--- src/rtl/pacman_game_ctrl_if.sv ---
// Game-controller bundle: frame/button/candy strobes and sprite positions in, game status out.
// Latency: none, wires only.
// Backpressure: none; all strobes are single-cycle pulses with no handshake.
interface pacman_game_ctrl_if;
  logic        frame_stb;
  logic        start_btn;
  logic        ate_candy_stb;
  logic        ate_power_cookie_stb;
  logic [8:0]  x_pac;
  logic [8:0]  y_pac;
  logic [35:0] ghost_x;
  logic [35:0] ghost_y;
  logic [2:0]  game_state;
  logic        move_en;
  logic        frightened;
  logic        pos_reset_stb;
  logic        map_reload_stb;
  logic [3:0]  ghost_eaten_stb;
  logic [15:0] score;
  logic [2:0]  lives;
  logic [7:0]  level;

  // Stimulus / field side: drives strobes and positions, observes game status.
  modport master (
    output frame_stb, start_btn, ate_candy_stb, ate_power_cookie_stb,
    output x_pac, y_pac, ghost_x, ghost_y,
    input  game_state, move_en, frightened, pos_reset_stb, map_reload_stb,
    input  ghost_eaten_stb, score, lives, level
  );

  // Controller side.
  modport slave (
    input  frame_stb, start_btn, ate_candy_stb, ate_power_cookie_stb,
    input  x_pac, y_pac, ghost_x, ghost_y,
    output game_state, move_en, frightened, pos_reset_stb, map_reload_stb,
    output ghost_eaten_stb, score, lives, level
  );
endinterface

--- src/rtl/pacman_game_ctrl.sv ---
// Pacman game sequencer: game state, score, lives, level, frightened timer, ghost collision.
// Latency: score/lives/state and all strobes update 1 cycle after the causing input.
// Backpressure: none; inputs are one-cycle strobes. Optional bonus life via PACMAN_EXTRA_LIFE_EN.
module pacman_game_ctrl #(
  parameter int START_LIVES      = 3,
  parameter int TOTAL_CANDIES    = 244,
  parameter int READY_FRAMES     = 120,
  parameter int DEATH_FRAMES     = 90,
  parameter int CLEAR_FRAMES     = 120,
  parameter int POWER_FRAMES     = 360,
  parameter int COLLIDE_DIST     = 6,
  parameter int GHOST_POINTS     = 20,
  parameter int EXTRA_LIFE_SCORE = 1000
) (
  input logic              vga_pix_clk,
  input logic              rst,
  pacman_game_ctrl_if.slave bus
);

  typedef enum logic [2:0] {
    S_IDLE  = 3'd0,
    S_READY = 3'd1,
    S_PLAY  = 3'd2,
    S_DEATH = 3'd3,
    S_CLEAR = 3'd4,
    S_OVER  = 3'd5
  } state_t;

  state_t      state, state_nxt;
  logic [15:0] frame_cnt, frame_cnt_nxt;       // frame_stb pulses seen in the current timed state
  logic [15:0] fright_cnt, fright_cnt_nxt;     // frames of frightened mode remaining
  logic [15:0] candies_left, candies_left_nxt;
  logic [15:0] score_q, score_nxt;
  logic [2:0]  lives_q, lives_nxt;
  logic [7:0]  level_q, level_nxt;
  logic        pos_reset_q, pos_reset_nxt;
  logic        map_reload_q, map_reload_nxt;
  logic [3:0]  ghost_eaten_q, ghost_eaten_nxt;
  logic        start_prev;
  logic        start_edge;
  logic [3:0]  hit;
  logic        death;
  logic [16:0] add;
  logic [16:0] score_sum;
  logic [1:0]  dec;

  logic signed [9:0] dx [4];
  logic signed [9:0] dy [4];
  logic [9:0]        adx [4];
  logic [9:0]        ady [4];

`ifdef PACMAN_EXTRA_LIFE_EN
  logic award, award_nxt;                      // bonus life already granted this game
`else
  logic [15:0] unused_extra_life_score;
  assign unused_extra_life_score = 16'(EXTRA_LIFE_SCORE);
`endif

  assign start_edge = bus.start_btn & ~start_prev;

  // Per-ghost box overlap test using 10-bit signed differences.
  always_comb begin
    for (int i = 0; i < 4; i++) begin
      dx[i]  = $signed({1'b0, bus.x_pac}) - $signed({1'b0, bus.ghost_x[i*9 +: 9]});
      dy[i]  = $signed({1'b0, bus.y_pac}) - $signed({1'b0, bus.ghost_y[i*9 +: 9]});
      adx[i] = dx[i][9] ? $unsigned(-dx[i]) : $unsigned(dx[i]);
      ady[i] = dy[i][9] ? $unsigned(-dy[i]) : $unsigned(dy[i]);
      hit[i] = (adx[i] < 10'(COLLIDE_DIST)) && (ady[i] < 10'(COLLIDE_DIST));
    end
  end

  // Next-state, counters, score and strobe generation.
  always_comb begin
    state_nxt        = state;
    frame_cnt_nxt    = frame_cnt;
    fright_cnt_nxt   = fright_cnt;
    candies_left_nxt = candies_left;
    score_nxt        = score_q;
    lives_nxt        = lives_q;
    level_nxt        = level_q;
    pos_reset_nxt    = 1'b0;
    map_reload_nxt   = 1'b0;
    ghost_eaten_nxt  = 4'd0;
    death            = 1'b0;
    add              = 17'd0;
    score_sum        = 17'd0;
    dec              = 2'd0;
`ifdef PACMAN_EXTRA_LIFE_EN
    award_nxt        = award;
`endif

    if (bus.frame_stb && (fright_cnt != 16'd0)) fright_cnt_nxt = fright_cnt - 16'd1;

    case (state)
      S_IDLE: begin
        if (start_edge) begin
          score_nxt        = 16'd0;
          lives_nxt        = 3'(START_LIVES);
          level_nxt        = 8'd0;
          // The board is restored together with map_reload_stb.
          candies_left_nxt = 16'(TOTAL_CANDIES);
          fright_cnt_nxt   = 16'd0;
          frame_cnt_nxt    = 16'd0;
          pos_reset_nxt    = 1'b1;
          map_reload_nxt   = 1'b1;
          state_nxt        = S_READY;
`ifdef PACMAN_EXTRA_LIFE_EN
          award_nxt        = 1'b0;
`endif
        end
      end

      S_READY: begin
        if (bus.frame_stb) begin
          if (frame_cnt == 16'(READY_FRAMES - 1)) begin
            frame_cnt_nxt = 16'd0;
            state_nxt     = S_PLAY;
          end else begin
            frame_cnt_nxt = frame_cnt + 16'd1;
          end
        end
      end

      S_PLAY: begin
        dec = {1'b0, bus.ate_candy_stb} + {1'b0, bus.ate_power_cookie_stb};
        candies_left_nxt = (candies_left > 16'(dec)) ? candies_left - 16'(dec) : 16'd0;
        if (bus.ate_candy_stb) add = add + 17'd1;
        if (bus.ate_power_cookie_stb) begin
          add            = add + 17'd5;
          fright_cnt_nxt = 16'(POWER_FRAMES);
        end
        // Frightened status at the collision frame is the pre-update counter.
        if (bus.frame_stb) begin
          for (int i = 0; i < 4; i++) begin
            if (hit[i]) begin
              if (fright_cnt != 16'd0) begin
                ghost_eaten_nxt[i] = 1'b1;
                add                = add + 17'(GHOST_POINTS);
              end else begin
                death = 1'b1;
              end
            end
          end
        end
        score_sum = {1'b0, score_q} + add;
        score_nxt = score_sum[16] ? 16'hFFFF : score_sum[15:0];
`ifdef PACMAN_EXTRA_LIFE_EN
        if (!award && (score_q < 16'(EXTRA_LIFE_SCORE)) && (score_nxt >= 16'(EXTRA_LIFE_SCORE))) begin
          award_nxt = 1'b1;
          if (lives_nxt != 3'd7) lives_nxt = lives_nxt + 3'd1;
        end
`endif
        // Death outranks a board clear detected in the same cycle.
        if (death) begin
          if (lives_nxt != 3'd0) lives_nxt = lives_nxt - 3'd1;
          fright_cnt_nxt = 16'd0;
          frame_cnt_nxt  = 16'd0;
          state_nxt      = S_DEATH;
        end else if (candies_left == 16'd0) begin
          fright_cnt_nxt = 16'd0;
          frame_cnt_nxt  = 16'd0;
          state_nxt      = S_CLEAR;
        end
      end

      S_DEATH: begin
        if (bus.frame_stb) begin
          if (frame_cnt == 16'(DEATH_FRAMES - 1)) begin
            frame_cnt_nxt = 16'd0;
            if (lives_q == 3'd0) begin
              state_nxt = S_OVER;
            end else begin
              pos_reset_nxt = 1'b1;
              state_nxt     = S_READY;
            end
          end else begin
            frame_cnt_nxt = frame_cnt + 16'd1;
          end
        end
      end

      S_CLEAR: begin
        if (bus.frame_stb) begin
          if (frame_cnt == 16'(CLEAR_FRAMES - 1)) begin
            frame_cnt_nxt    = 16'd0;
            level_nxt        = level_q + 8'd1;
            candies_left_nxt = 16'(TOTAL_CANDIES);
            map_reload_nxt   = 1'b1;
            pos_reset_nxt    = 1'b1;
            state_nxt        = S_READY;
          end else begin
            frame_cnt_nxt = frame_cnt + 16'd1;
          end
        end
      end

      S_OVER: begin
        if (start_edge) state_nxt = S_IDLE;
      end

      default: state_nxt = S_IDLE;
    endcase
  end

  // State and datapath registers; start_prev tracks the button even in reset so a held level never starts a game.
  always_ff @(posedge vga_pix_clk) begin
    start_prev <= bus.start_btn;
    if (rst) begin
      state         <= S_IDLE;
      frame_cnt     <= 16'd0;
      fright_cnt    <= 16'd0;
      candies_left  <= 16'(TOTAL_CANDIES);
      score_q       <= 16'd0;
      lives_q       <= 3'(START_LIVES);
      level_q       <= 8'd0;
      pos_reset_q   <= 1'b0;
      map_reload_q  <= 1'b0;
      ghost_eaten_q <= 4'd0;
    end else begin
      state         <= state_nxt;
      frame_cnt     <= frame_cnt_nxt;
      fright_cnt    <= fright_cnt_nxt;
      candies_left  <= candies_left_nxt;
      score_q       <= score_nxt;
      lives_q       <= lives_nxt;
      level_q       <= level_nxt;
      pos_reset_q   <= pos_reset_nxt;
      map_reload_q  <= map_reload_nxt;
      ghost_eaten_q <= ghost_eaten_nxt;
    end
  end

`ifdef PACMAN_EXTRA_LIFE_EN
  // Bonus-life award flag, cleared at reset and at each game start.
  always_ff @(posedge vga_pix_clk) begin
    if (rst) award <= 1'b0;
    else     award <= award_nxt;
  end
`endif

  assign bus.game_state      = state;
  assign bus.move_en         = (state == S_PLAY);
  assign bus.frightened      = (fright_cnt != 16'd0);
  assign bus.pos_reset_stb   = pos_reset_q;
  assign bus.map_reload_stb  = map_reload_q;
  assign bus.ghost_eaten_stb = ghost_eaten_q;
  assign bus.score           = score_q;
  assign bus.lives           = lives_q;
  assign bus.level           = level_q;

endmodule

--- src/flat_wrapper.sv ---
// flat-port wrapper written by rule: the top's interface ports become plain ports
module pacman_game_ctrl_flat 
#(
  parameter int START_LIVES      = 3,
  parameter int TOTAL_CANDIES    = 244,
  parameter int READY_FRAMES     = 120,
  parameter int DEATH_FRAMES     = 90,
  parameter int CLEAR_FRAMES     = 120,
  parameter int POWER_FRAMES     = 360,
  parameter int COLLIDE_DIST     = 6,
  parameter int GHOST_POINTS     = 20,
  parameter int EXTRA_LIFE_SCORE = 1000
)
  (vga_pix_clk, rst, bus_frame_stb, bus_start_btn, bus_ate_candy_stb, bus_ate_power_cookie_stb, bus_x_pac, bus_y_pac, bus_ghost_x, bus_ghost_y, bus_game_state, bus_move_en, bus_frightened, bus_pos_reset_stb, bus_map_reload_stb, bus_ghost_eaten_stb, bus_score, bus_lives, bus_level);
  pacman_game_ctrl_if bus_i ();
  input logic vga_pix_clk;
  input logic rst;
  input wire logic [$bits(bus_i.frame_stb)-1:0] bus_frame_stb;
  input wire logic [$bits(bus_i.start_btn)-1:0] bus_start_btn;
  input wire logic [$bits(bus_i.ate_candy_stb)-1:0] bus_ate_candy_stb;
  input wire logic [$bits(bus_i.ate_power_cookie_stb)-1:0] bus_ate_power_cookie_stb;
  input wire logic [$bits(bus_i.x_pac)-1:0] bus_x_pac;
  input wire logic [$bits(bus_i.y_pac)-1:0] bus_y_pac;
  input wire logic [$bits(bus_i.ghost_x)-1:0] bus_ghost_x;
  input wire logic [$bits(bus_i.ghost_y)-1:0] bus_ghost_y;
  output wire logic [$bits(bus_i.game_state)-1:0] bus_game_state;
  output wire logic [$bits(bus_i.move_en)-1:0] bus_move_en;
  output wire logic [$bits(bus_i.frightened)-1:0] bus_frightened;
  output wire logic [$bits(bus_i.pos_reset_stb)-1:0] bus_pos_reset_stb;
  output wire logic [$bits(bus_i.map_reload_stb)-1:0] bus_map_reload_stb;
  output wire logic [$bits(bus_i.ghost_eaten_stb)-1:0] bus_ghost_eaten_stb;
  output wire logic [$bits(bus_i.score)-1:0] bus_score;
  output wire logic [$bits(bus_i.lives)-1:0] bus_lives;
  output wire logic [$bits(bus_i.level)-1:0] bus_level;
  assign bus_i.frame_stb = bus_frame_stb;
  assign bus_i.start_btn = bus_start_btn;
  assign bus_i.ate_candy_stb = bus_ate_candy_stb;
  assign bus_i.ate_power_cookie_stb = bus_ate_power_cookie_stb;
  assign bus_i.x_pac = bus_x_pac;
  assign bus_i.y_pac = bus_y_pac;
  assign bus_i.ghost_x = bus_ghost_x;
  assign bus_i.ghost_y = bus_ghost_y;
  assign bus_game_state = bus_i.game_state;
  assign bus_move_en = bus_i.move_en;
  assign bus_frightened = bus_i.frightened;
  assign bus_pos_reset_stb = bus_i.pos_reset_stb;
  assign bus_map_reload_stb = bus_i.map_reload_stb;
  assign bus_ghost_eaten_stb = bus_i.ghost_eaten_stb;
  assign bus_score = bus_i.score;
  assign bus_lives = bus_i.lives;
  assign bus_level = bus_i.level;
  pacman_game_ctrl #(.START_LIVES(START_LIVES), .TOTAL_CANDIES(TOTAL_CANDIES), .READY_FRAMES(READY_FRAMES), .DEATH_FRAMES(DEATH_FRAMES), .CLEAR_FRAMES(CLEAR_FRAMES), .POWER_FRAMES(POWER_FRAMES), .COLLIDE_DIST(COLLIDE_DIST), .GHOST_POINTS(GHOST_POINTS), .EXTRA_LIFE_SCORE(EXTRA_LIFE_SCORE)) u_core (.vga_pix_clk(vga_pix_clk), .rst(rst), .bus(bus_i));
endmodule
--- config.mk ---
export PLATFORM = sky130hd
export DESIGN_NAME = pacman_game_ctrl_flat
export DESIGN_NICKNAME = d
export VERILOG_FILES = /design/src/rtl/pacman_game_ctrl_if.sv /design/src/rtl/pacman_game_ctrl.sv /design/src/flat_wrapper.sv
export SDC_FILE = /design/constraint.sdc
export NUM_CORES = 1
export LEC_CHECK = 0
export CORE_ASPECT_RATIO = 0.6
export CORE_MARGIN = 2
export CORE_UTILIZATION = 52
export DETAILED_ROUTE_END_ITERATION = 16
export PLACE_DENSITY = 0.79
export SLEW_MARGIN = 0
export SYNTH_ARGS = -nofsm -noshare
export SYNTH_HDL_FRONTEND = slang
export SYNTH_SLANG_ARGS = --single-unit
--- constraint.sdc ---
create_clock -name vga_pix_clk -period 8.1 [get_ports vga_pix_clk]
set_clock_uncertainty 0.05 [all_clocks]
set_input_delay 1.62 -clock vga_pix_clk [delete_from_list [all_inputs] [get_ports vga_pix_clk]]
set_output_delay 1.62 -clock vga_pix_clk [all_outputs]
set_load 0.01 [all_outputs]
* After elaboration in Yosys (flattened, before gate mapping) *
Index checks and enable logic that the tools add are counted.

word-level totals
  bits of input ports = 96
  register bits after elaboration = 85

operators by class
  equal/unequal tests = 19
  bitwise operators = 8
  reductions and logical operators = 25
  add/sub/neg operators = 28
  muxes and demuxes = 88
  order comparisons = 9

operators by type and width
  operator                                                                  number
  17-bit 2-to-1 mux                                                         19
  16-bit 2-to-1 mux                                                         17
  10-bit by 3-bit < comparator with 1-bit output (second input constant)    8
  10-bit 2-to-1 mux                                                         8
  10-bit negation                                                           8
  9-bit by 9-bit subtractor with 10-bit output                              8
  17-bit by 5-bit adder with 17-bit output (second input constant)          4
  16-bit case mux with 2 select lines                                       2
  16-bit case mux with 4 select lines                                       1
  16-bit case mux with 3 select lines                                       1
  3-bit 2-to-1 mux                                                          14
  16-bit by 7-bit == test with 1-bit output (second input constant)         2
  8-bit 2-to-1 mux                                                          3
  1-bit 2-to-1 mux                                                          18
  3-bit case mux with 6 select lines                                        1
  16-bit by 17-bit adder with 17-bit output                                 1
  17-bit by 3-bit adder with 17-bit output (second input constant)          1
  16-bit by 1-bit adder with 16-bit output (second input constant)          1
  16-bit by 2-bit > comparator with 1-bit output                            1
  16-bit logical NOT                                                        1
  2-bit by 1-bit inequality test with 1-bit output (second input constant)  8
  8-bit case mux with 2 select lines                                        1
  16-bit nonzero test                                                       1
  4-bit OR reduction                                                        4
  25 further kinds                                                          44

* Longest topological paths before layout *
  word-level depth = 28
  mapped depth = 38

* Least setup slack after synthesis *
No wires, ideal clock.

  path type = in2reg
  start = input port bus_x_pac[0]
  end = register u_core.score_q[4], in the netlist u_core.bus.score[4]
  required time = 7.980 ns
  setup slack = -0.438 ns
  stages on the path = 36
  data arrival time = 8.418 ns
  cell sequence = inv_1 ha_1 inv_1 fa_1 a21o_1 a211oi_1 o22ai_1 o22ai_1 a32oi_1 a2111oi_0 or3b_2 o21ai_1 and2_1 inv_1 ha_1 nand2_1 nor4_1 a21o_1 ha_1 mux2_2 ha_1 mux2i_1 nor2_1 ha_1 o21ai_0 a21boi_0 o21ai_0 a21boi_0 o21ai_0 nand2b_1 and3_1 and3_1 nor2b_1 clkbuf_1 o21ai_0 a21oi_1

on the way
  word-level cells in the longest chain between the ends = 26

RTL lines
  element                                         line                     text
  from (decl)                                     flat_wrapper.sv:22       input wire logic [$bits(bus_i.x_pac)-1:0] bus_x_pac;
  9-bit by 9-bit subtractor with 10-bit output    pacman_game_ctrl.sv:64   dx[i] = $signed({1'b0, bus.x_pac}) - $signed({1'b0, bus.ghost_x[i*9 +: 9]});
  10-bit negation                                 pacman_game_ctrl.sv:66   adx[i] = dx[i][9] ? $unsigned(-dx[i]) : $unsigned(dx[i]);
  10-bit 2-to-1 mux                               pacman_game_ctrl.sv:66
  10-bit by 3-bit < comparator with 1-bit output  pacman_game_ctrl.sv:68   hit[i] = (adx[i] < 10'(COLLIDE_DIST)) && (ady[i] < 10'(COLLIDE_DIST));
  1-bit logical AND                               pacman_game_ctrl.sv:68
  17-bit 2-to-1 mux                               pacman_game_ctrl.sv:135  if (hit[i]) begin
  17-bit 2-to-1 mux                               pacman_game_ctrl.sv:133  if (bus.frame_stb) begin
  17-bit 2-to-1 mux                               pacman_game_ctrl.sv:94   case (state)
  [... 10 more ...]                               -
  17-bit by 5-bit adder with 17-bit output        pacman_game_ctrl.sv:138  add = add + 17'(GHOST_POINTS);
  17-bit 2-to-1 mux                               pacman_game_ctrl.sv:136  if (fright_cnt != 16'd0) begin
  17-bit 2-to-1 mux (*)                           pacman_game_ctrl.sv:135
  17-bit 2-to-1 mux (*)                           pacman_game_ctrl.sv:133
  17-bit 2-to-1 mux (*)                           pacman_game_ctrl.sv:94
  16-bit by 17-bit adder with 17-bit output (*)   pacman_game_ctrl.sv:145  score_sum = {1'b0, score_q} + add;
  16-bit 2-to-1 mux (*)                           pacman_game_ctrl.sv:146  score_nxt = score_sum[16] ? 16'hFFFF : score_sum[15:0];
  16-bit case mux with 2 select lines (*)         pacman_game_ctrl.sv:94
  to (signal assigned)                            pacman_game_ctrl.sv:224  score_q <= score_nxt;
  to (decl)                                       pacman_game_ctrl.sv:33   logic [15:0] score_q, score_nxt;

Mark *: on every way between the ends. The rest lies on a longest branch, timed or not. The select of a mux whose other input is x is not followed.
A chain may end at the register's enable or synchronous reset.

* Worst setup path in the final report *
  start = input port bus_ghost_y[3]
  end = register u_core.score_q[15], in the netlist u_core.bus.score[15]

on the way
  word-level cells in the longest chain between the ends = 26

RTL lines
  element                                             line                     text
  from (decl)                                         flat_wrapper.sv:25       input wire logic [$bits(bus_i.ghost_y)-1:0] bus_ghost_y;
  9-bit by 9-bit subtractor with 10-bit output (*)    pacman_game_ctrl.sv:65   dy[i] = $signed({1'b0, bus.y_pac}) - $signed({1'b0, bus.ghost_y[i*9 +: 9]});
  10-bit negation                                     pacman_game_ctrl.sv:67   ady[i] = dy[i][9] ? $unsigned(-dy[i]) : $unsigned(dy[i]);
  10-bit 2-to-1 mux (*)                               pacman_game_ctrl.sv:67
  10-bit by 3-bit < comparator with 1-bit output (*)  pacman_game_ctrl.sv:68
  1-bit logical AND (*)                               pacman_game_ctrl.sv:68
  17-bit 2-to-1 mux (*)                               pacman_game_ctrl.sv:135
  17-bit 2-to-1 mux (*)                               pacman_game_ctrl.sv:133
  17-bit 2-to-1 mux (*)                               pacman_game_ctrl.sv:94
  [... 10 more ...]                                   -
  17-bit by 5-bit adder with 17-bit output            pacman_game_ctrl.sv:138
  17-bit 2-to-1 mux                                   pacman_game_ctrl.sv:136
  17-bit 2-to-1 mux (*)                               pacman_game_ctrl.sv:135
  17-bit 2-to-1 mux (*)                               pacman_game_ctrl.sv:133
  17-bit 2-to-1 mux (*)                               pacman_game_ctrl.sv:94
  16-bit by 17-bit adder with 17-bit output (*)       pacman_game_ctrl.sv:145
  16-bit 2-to-1 mux (*)                               pacman_game_ctrl.sv:146
  16-bit case mux with 2 select lines (*)             pacman_game_ctrl.sv:94

Marks and branches as above.

==> report_table.html <==
<table>
<tr><th>Metric</th><th>Value</th></tr>
<tr><th colspan="2">Outcome</th></tr>
<tr><td>Result of the run</td><td>finished with violations</td></tr>
<tr><td>Violated checks</td><td>setup timing</td></tr>
<tr><th colspan="2">STA</th></tr>
<tr><td>Maximum operating frequency</td><td>0.1130 GHz</td></tr>
<tr><td>Worst slew margin</td><td>approximately two fifths</td></tr>
<tr><td>Final Slew Violations</td><td>0</td></tr>
<tr><td>Post-route minimum period</td><td>8.846 ns</td></tr>
<tr><td>Final critical-path share of the clock period</td><td>109.2%</td></tr>
<tr><td>Final setup violation count</td><td>16</td></tr>
<tr><td>Worst Setup Slack, final</td><td>-0.7462 ns</td></tr>
<tr><td>Least-Margin Pin Slew</td><td>0.8690 ns</td></tr>
<tr><td>Setup repair after global routing missed its margin</td><td>yes</td></tr>
<tr><td>Final hold violation count</td><td>0</td></tr>
<tr><th colspan="2">Yosys</th></tr>
<tr><td>Average cell area after synthesis</td><td>7.338 um2</td></tr>
<tr><td>Most frequently used flop master after synthesis</td><td>sky130_fd_sc_hd__dfxtp_1</td></tr>
<tr><td>Adder-cell share of the synthesized area</td><td>13.75%</td></tr>
<tr><td>Simple-gate share of the synthesized area</td><td>27.44%</td></tr>
<tr><td>Share of the synthesized area in compound gates (AO/OA/AOI/OAI)</td><td>27.65%</td></tr>
<tr><td>Flop and latch count out of synthesis</td><td>85</td></tr>
<tr><td>Number of library cell types mapped by synthesis</td><td>96</td></tr>
<tr><td>Summed instance area of the synthesized netlist</td><td>10650 um2</td></tr>
<tr><td>Register area share after synthesis</td><td>15.98%</td></tr>
<tr><td>Post-Syn Instances</td><td>between 1000 and 1500</td></tr>
<tr><td>Most repeated cell in the gate-level netlist after synthesis</td><td>sky130_fd_sc_hd__nor2_1</td></tr>
<tr><td>Cell accounting for the most synthesized area</td><td>sky130_fd_sc_hd__dfxtp_1</td></tr>
<tr><td>Share of the synthesized area in the top cell type</td><td>about 16%</td></tr>
<tr><td>Post-synthesis xor/xnor area fraction</td><td>7.638%</td></tr>
<tr><td>Cell types with the highest counts after synthesis</td><td>sky130_fd_sc_hd__nor2_1 (132), sky130_fd_sc_hd__inv_1 (122), sky130_fd_sc_hd__nand2_1 (117)</td></tr>
<tr><td>Share of async-settable or async-resettable flops after synthesis</td><td>0%</td></tr>
<tr><td>Number of nets in the synthesized netlist</td><td>1658</td></tr>
<tr><td>Dominant cells by area after synthesis</td><td>sky130_fd_sc_hd__dfxtp_1 (16%), sky130_fd_sc_hd__ha_1 (12%), sky130_fd_sc_hd__nor2_1 (4.7%)</td></tr>
<tr><td>Total of warnings raised by yosys</td><td>0</td></tr>
<tr><td>Count of flip-flops with a built-in enable after synthesis</td><td>0</td></tr>
<tr><td>Fraction of synthesized area in multiplexers</td><td>1.798%</td></tr>
<tr><td>Dominant combinational cell family by area after synthesis</td><td>compound AO/OA/AOI/OAI gates</td></tr>
<tr><th colspan="2">Power</th></tr>
<tr><td>Post-layout total power</td><td>2.305 mW</td></tr>
<tr><td>Maximum ir drop on the vdd rail</td><td>0.0001354 V</td></tr>
<tr><td>Leak pwr</td><td>6.903 nW</td></tr>
<tr><td>Power density over the cells</td><td>approximately 150 nW/um2</td></tr>
<tr><th colspan="2">Floorplan</th></tr>
<tr><td>Placement row count</td><td>40</td></tr>
<tr><td>Die footprint</td><td>21670 um2</td></tr>
<tr><td>I/O Pins</td><td>134</td></tr>
<tr><td>Y dimension of the die</td><td>114.8 um</td></tr>
<tr><td>Core area</td><td>approximately 20000 um2</td></tr>
<tr><td>Initial standard-cell utilization of the core</td><td>53.19%</td></tr>
<tr><td>Die width</td><td>188.7 um</td></tr>
<tr><th colspan="2">Final layout</th></tr>
<tr><td>Area growth from synthesis to layout</td><td>49.12%</td></tr>
<tr><td>Total inserted antenna cells</td><td>0</td></tr>
<tr><td>Final layout net count</td><td>2107</td></tr>
<tr><td>Filler cell count</td><td>1317</td></tr>
<tr><td>Share of layout cells above drive strength 1</td><td>27.82%</td></tr>
<tr><th colspan="2">GRT</th></tr>
<tr><td>Tot GR Track Use</td><td>between 30% and 40%</td></tr>
<tr><td>Met2 track demand over resource in global routing</td><td>54.17%</td></tr>
<tr><td>Met3 layer usage reported by global route</td><td>8.120%</td></tr>
<tr><td>First-pass GRT wire length</td><td>61960 um</td></tr>
<tr><td>Met1 capacity usage during global routing</td><td>47.64%</td></tr>
<tr><td>Via count of the first global-routing pass</td><td>between 10000 and 15000</td></tr>
<tr><td>Number of antenna violations at the first check in global routing</td><td>0</td></tr>
<tr><td>Maximum number of pins on one net before global-route repair</td><td>55</td></tr>
<tr><td>GR peak layer</td><td>met2</td></tr>
<tr><td>Grt total ovfl</td><td>0</td></tr>
<tr><th colspan="2">Clock network</th></tr>
<tr><td>Clk Tree Root Cell</td><td>sky130_fd_sc_hd__clkbuf_16</td></tr>
<tr><td>Clk slew on worst S/H paths</td><td>approximately 0.070 ns</td></tr>
<tr><td>CTS Buf Count</td><td>9</td></tr>
<tr><td>Hold_buf cts</td><td>0</td></tr>
<tr><td>Total number of clock tree sinks</td><td>85</td></tr>
<tr><td>Maximum root-to-sink buffer count</td><td>2</td></tr>
<tr><td>Clock latency on the worst-skew pair</td><td>about 0.35 ns</td></tr>
<tr><td>CTS tree</td><td>done</td></tr>
<tr><td>H-tree Lvls</td><td>3</td></tr>
<tr><th colspan="2">Detailed routing</th></tr>
<tr><td>Number of vias per cell after detailed routing</td><td>6.485</td></tr>
<tr><td>Residual DRC count</td><td>0</td></tr>
<tr><td>DRT Pass-1 Iters</td><td>8</td></tr>
<tr><td>Final routed wire length divided by cell count</td><td>20.22 um</td></tr>
<tr><td>Count of antenna-violating nets left after detailed routing</td><td>0</td></tr>
<tr><td>Number of vias after detailed routing</td><td>14120</td></tr>
<tr><td>Initial detailed-routing violation count</td><td>1858</td></tr>
<tr><td>Total Wirelength</td><td>44040 um</td></tr>
<tr><th colspan="2">Placed design</th></tr>
<tr><td>Port Buf Inserts</td><td>approximately 130</td></tr>
<tr><td>Routability cong.</td><td>roughly 0.96</td></tr>
<tr><td>Pre-CTS setup slack</td><td>-1.284 ns</td></tr>
<tr><td>Detailed-placement wirelength estimate</td><td>27750 um</td></tr>
<tr><th colspan="2">Setup path</th></tr>
<tr><td>Kind of end point of the critical path</td><td>flip-flop</td></tr>
<tr><td>Data arrival, critical path</td><td>9.07 ns</td></tr>
<tr><td>Required time of the critical path</td><td>8.32 ns</td></tr>
<tr><td>CP Launch Type</td><td>input port</td></tr>
<tr><td>Cell with the most instances on the worst path</td><td>sky130_fd_sc_hd__buf_4</td></tr>
<tr><td>Largest stage delay on the critical path</td><td>about 0.46 ns</td></tr>
<tr><td>Maximum fanout encountered on the critical timing path</td><td>4</td></tr>
<tr><td>Slowest cell on the critical path</td><td>sky130_fd_sc_hd__clkdlybuf4s50_1</td></tr>
<tr><td>Worst setup path category</td><td>input port to flip-flop</td></tr>
<tr><th colspan="2">Worst hold path</th></tr>
<tr><td>Type of the most critical hold path</td><td>flip-flop to flip-flop</td></tr>
<tr><th colspan="2">Run</th></tr>
<tr><td>Maximum capacitance violations</td><td>0</td></tr>
</table>
[logic make-up (layout without fill, tap and decap cells)]
group           after synthesis  count (layout)
simple gates                555             556
compound gates              436             436
buf+inv                     158             611
fa+ha+maj                   111             111
xor+xnor                     88              88
flops                        85              85
mux                          18              18
[worst paths after layout]
path	end	from	depth (start not counted)	slack, ns
worst max-delay path	u_core.bus.score[15]$_SDFFE_PP0P_	bus_ghost_y[3]	37	-0.75
worst min-delay path	u_core.bus.lives[2]$_SDFFE_PP0P_	u_core.bus.lives[2]$_SDFFE_PP0P_	2	0.43
worst max register to register	u_core.bus.score[15]$_SDFFE_PP0P_	u_core.fright_cnt[3]$_SDFF_PP0_	30	0.87
worst min register to register	u_core.bus.lives[2]$_SDFFE_PP0P_	u_core.bus.lives[2]$_SDFFE_PP0P_	2	0.43
[where the power goes]
part | leakage, nW | total (mW) | internal, mW | switching (mW)
combinational | 6.09 | 1.42 | 0.630 | 0.787
clock | 0.128 | 0.397 | 0.216 | 0.180
sequential | 0.688 | 0.491 | 0.453 | 0.0378
total | 6.90 | 2.30 | 1.30 | 1.01
[worst max-delay path: cells and delay by family]
kind	cells	cell delay, ns
AOI/OAI and AO/OA	11	2.33
xor gates and xnor gates	2	0.49
adders and majority gates	4	0.92
buffers and inverters	8	1.38
and+or+nand+nor	12	2.30
[cell type report]
| type | count | area (um2) | area share [%] |
|---|---|---|---|
| Inverter | 124 | 470.5 | 2.963 |
| Tap cell | 273 | 341.6 | 2.151 |
| Clock buffer | 11 | 242.7 | 1.529 |
| Sequential cell | 85 | 1702 | 10.72 |
| Multi-Input combinational cell | 1209 | 9166 | 57.73 |
| Timing Repair Buffer | 471 | 3919 | 24.68 |
| Clock inverter | 5 | 36.28 | 0.2285 |
[per-stage QoR]
step	hold WS, ns	instances	cell area (um2)	utilization, %	TNS, ns
finish	0.4299	2178	15880	79.31	-10.17
CTS	0.4263	2159	15270	76.26	0
detailed placement	0.4180	2117	14420	72.05	-18.56
floorplan	0.3894	1451	10700	-	0
global route	0.4537	2178	15880	79.31	-14.25
global placement	0.4064	2117	14420	72.05	-12.25
[layout by cell type, fill, tap and decap left out, types with 13 or more instances in the layout]
cell type,count
sky130_fd_sc_hd__a211oi_1,20
sky130_fd_sc_hd__a21o_1,30
sky130_fd_sc_hd__a21oi_1,86
sky130_fd_sc_hd__a21oi_2,13
sky130_fd_sc_hd__a31oi_1,35
sky130_fd_sc_hd__and3_1,26
sky130_fd_sc_hd__buf_4,325
sky130_fd_sc_hd__buf_6,14
sky130_fd_sc_hd__clkdlybuf4s50_1,110
sky130_fd_sc_hd__dfxtp_1,85
sky130_fd_sc_hd__ha_1,84
sky130_fd_sc_hd__ha_4,17
sky130_fd_sc_hd__inv_1,105
sky130_fd_sc_hd__inv_2,15
sky130_fd_sc_hd__nand2_1,115
sky130_fd_sc_hd__nand2b_1,23
sky130_fd_sc_hd__nand3_1,37
sky130_fd_sc_hd__nand3b_1,13
sky130_fd_sc_hd__nor2_1,129
sky130_fd_sc_hd__nor2b_1,22
sky130_fd_sc_hd__nor3_1,37
sky130_fd_sc_hd__nor4_1,20
sky130_fd_sc_hd__o211ai_1,13
sky130_fd_sc_hd__o21a_1,16
sky130_fd_sc_hd__o21ai_0,61
sky130_fd_sc_hd__o21ai_2,13
sky130_fd_sc_hd__or3_1,17
sky130_fd_sc_hd__xnor2_1,45
sky130_fd_sc_hd__xor2_1,31
[registers in the layout, indices dropped and copies added, names as in the netlist]
| name | cells |
|---|---|
| u_core.bus.game_state | 3 |
| u_core.fright_cnt | 16 |
| u_core.bus.map_reload_stb | 1 |
| u_core.bus.pos_reset_stb | 1 |
| u_core.bus.lives | 3 |
| u_core.bus.score | 16 |
| u_core.frame_cnt | 16 |
| u_core.bus.ghost_eaten_stb | 4 |
| u_core.bus.level | 8 |
| u_core.candies_left | 16 |
| u_core.start_prev | 1 |
[metal layers]
| layer | vias to the layer above | routed length [um] |
|---|---|---|
| li1 | 6270 | - |
| met1 | 6440 | 18080 |
| met2 | 1094 | 18410 |
| met3 | 320 | 5155 |
| met4 | 0 | 2387 |
| met5 | - | 0 |
[repair_timing]
item                                    4_1_cts  5_1_grt
pin swaps                                    59       76
endpoints found under the setup margin       16       16
gates cloned                                  1        0
buffers inserted                             25       21
gates resized for setup                     103      104
Note: power is estimated with default switching activity, not from simulation.
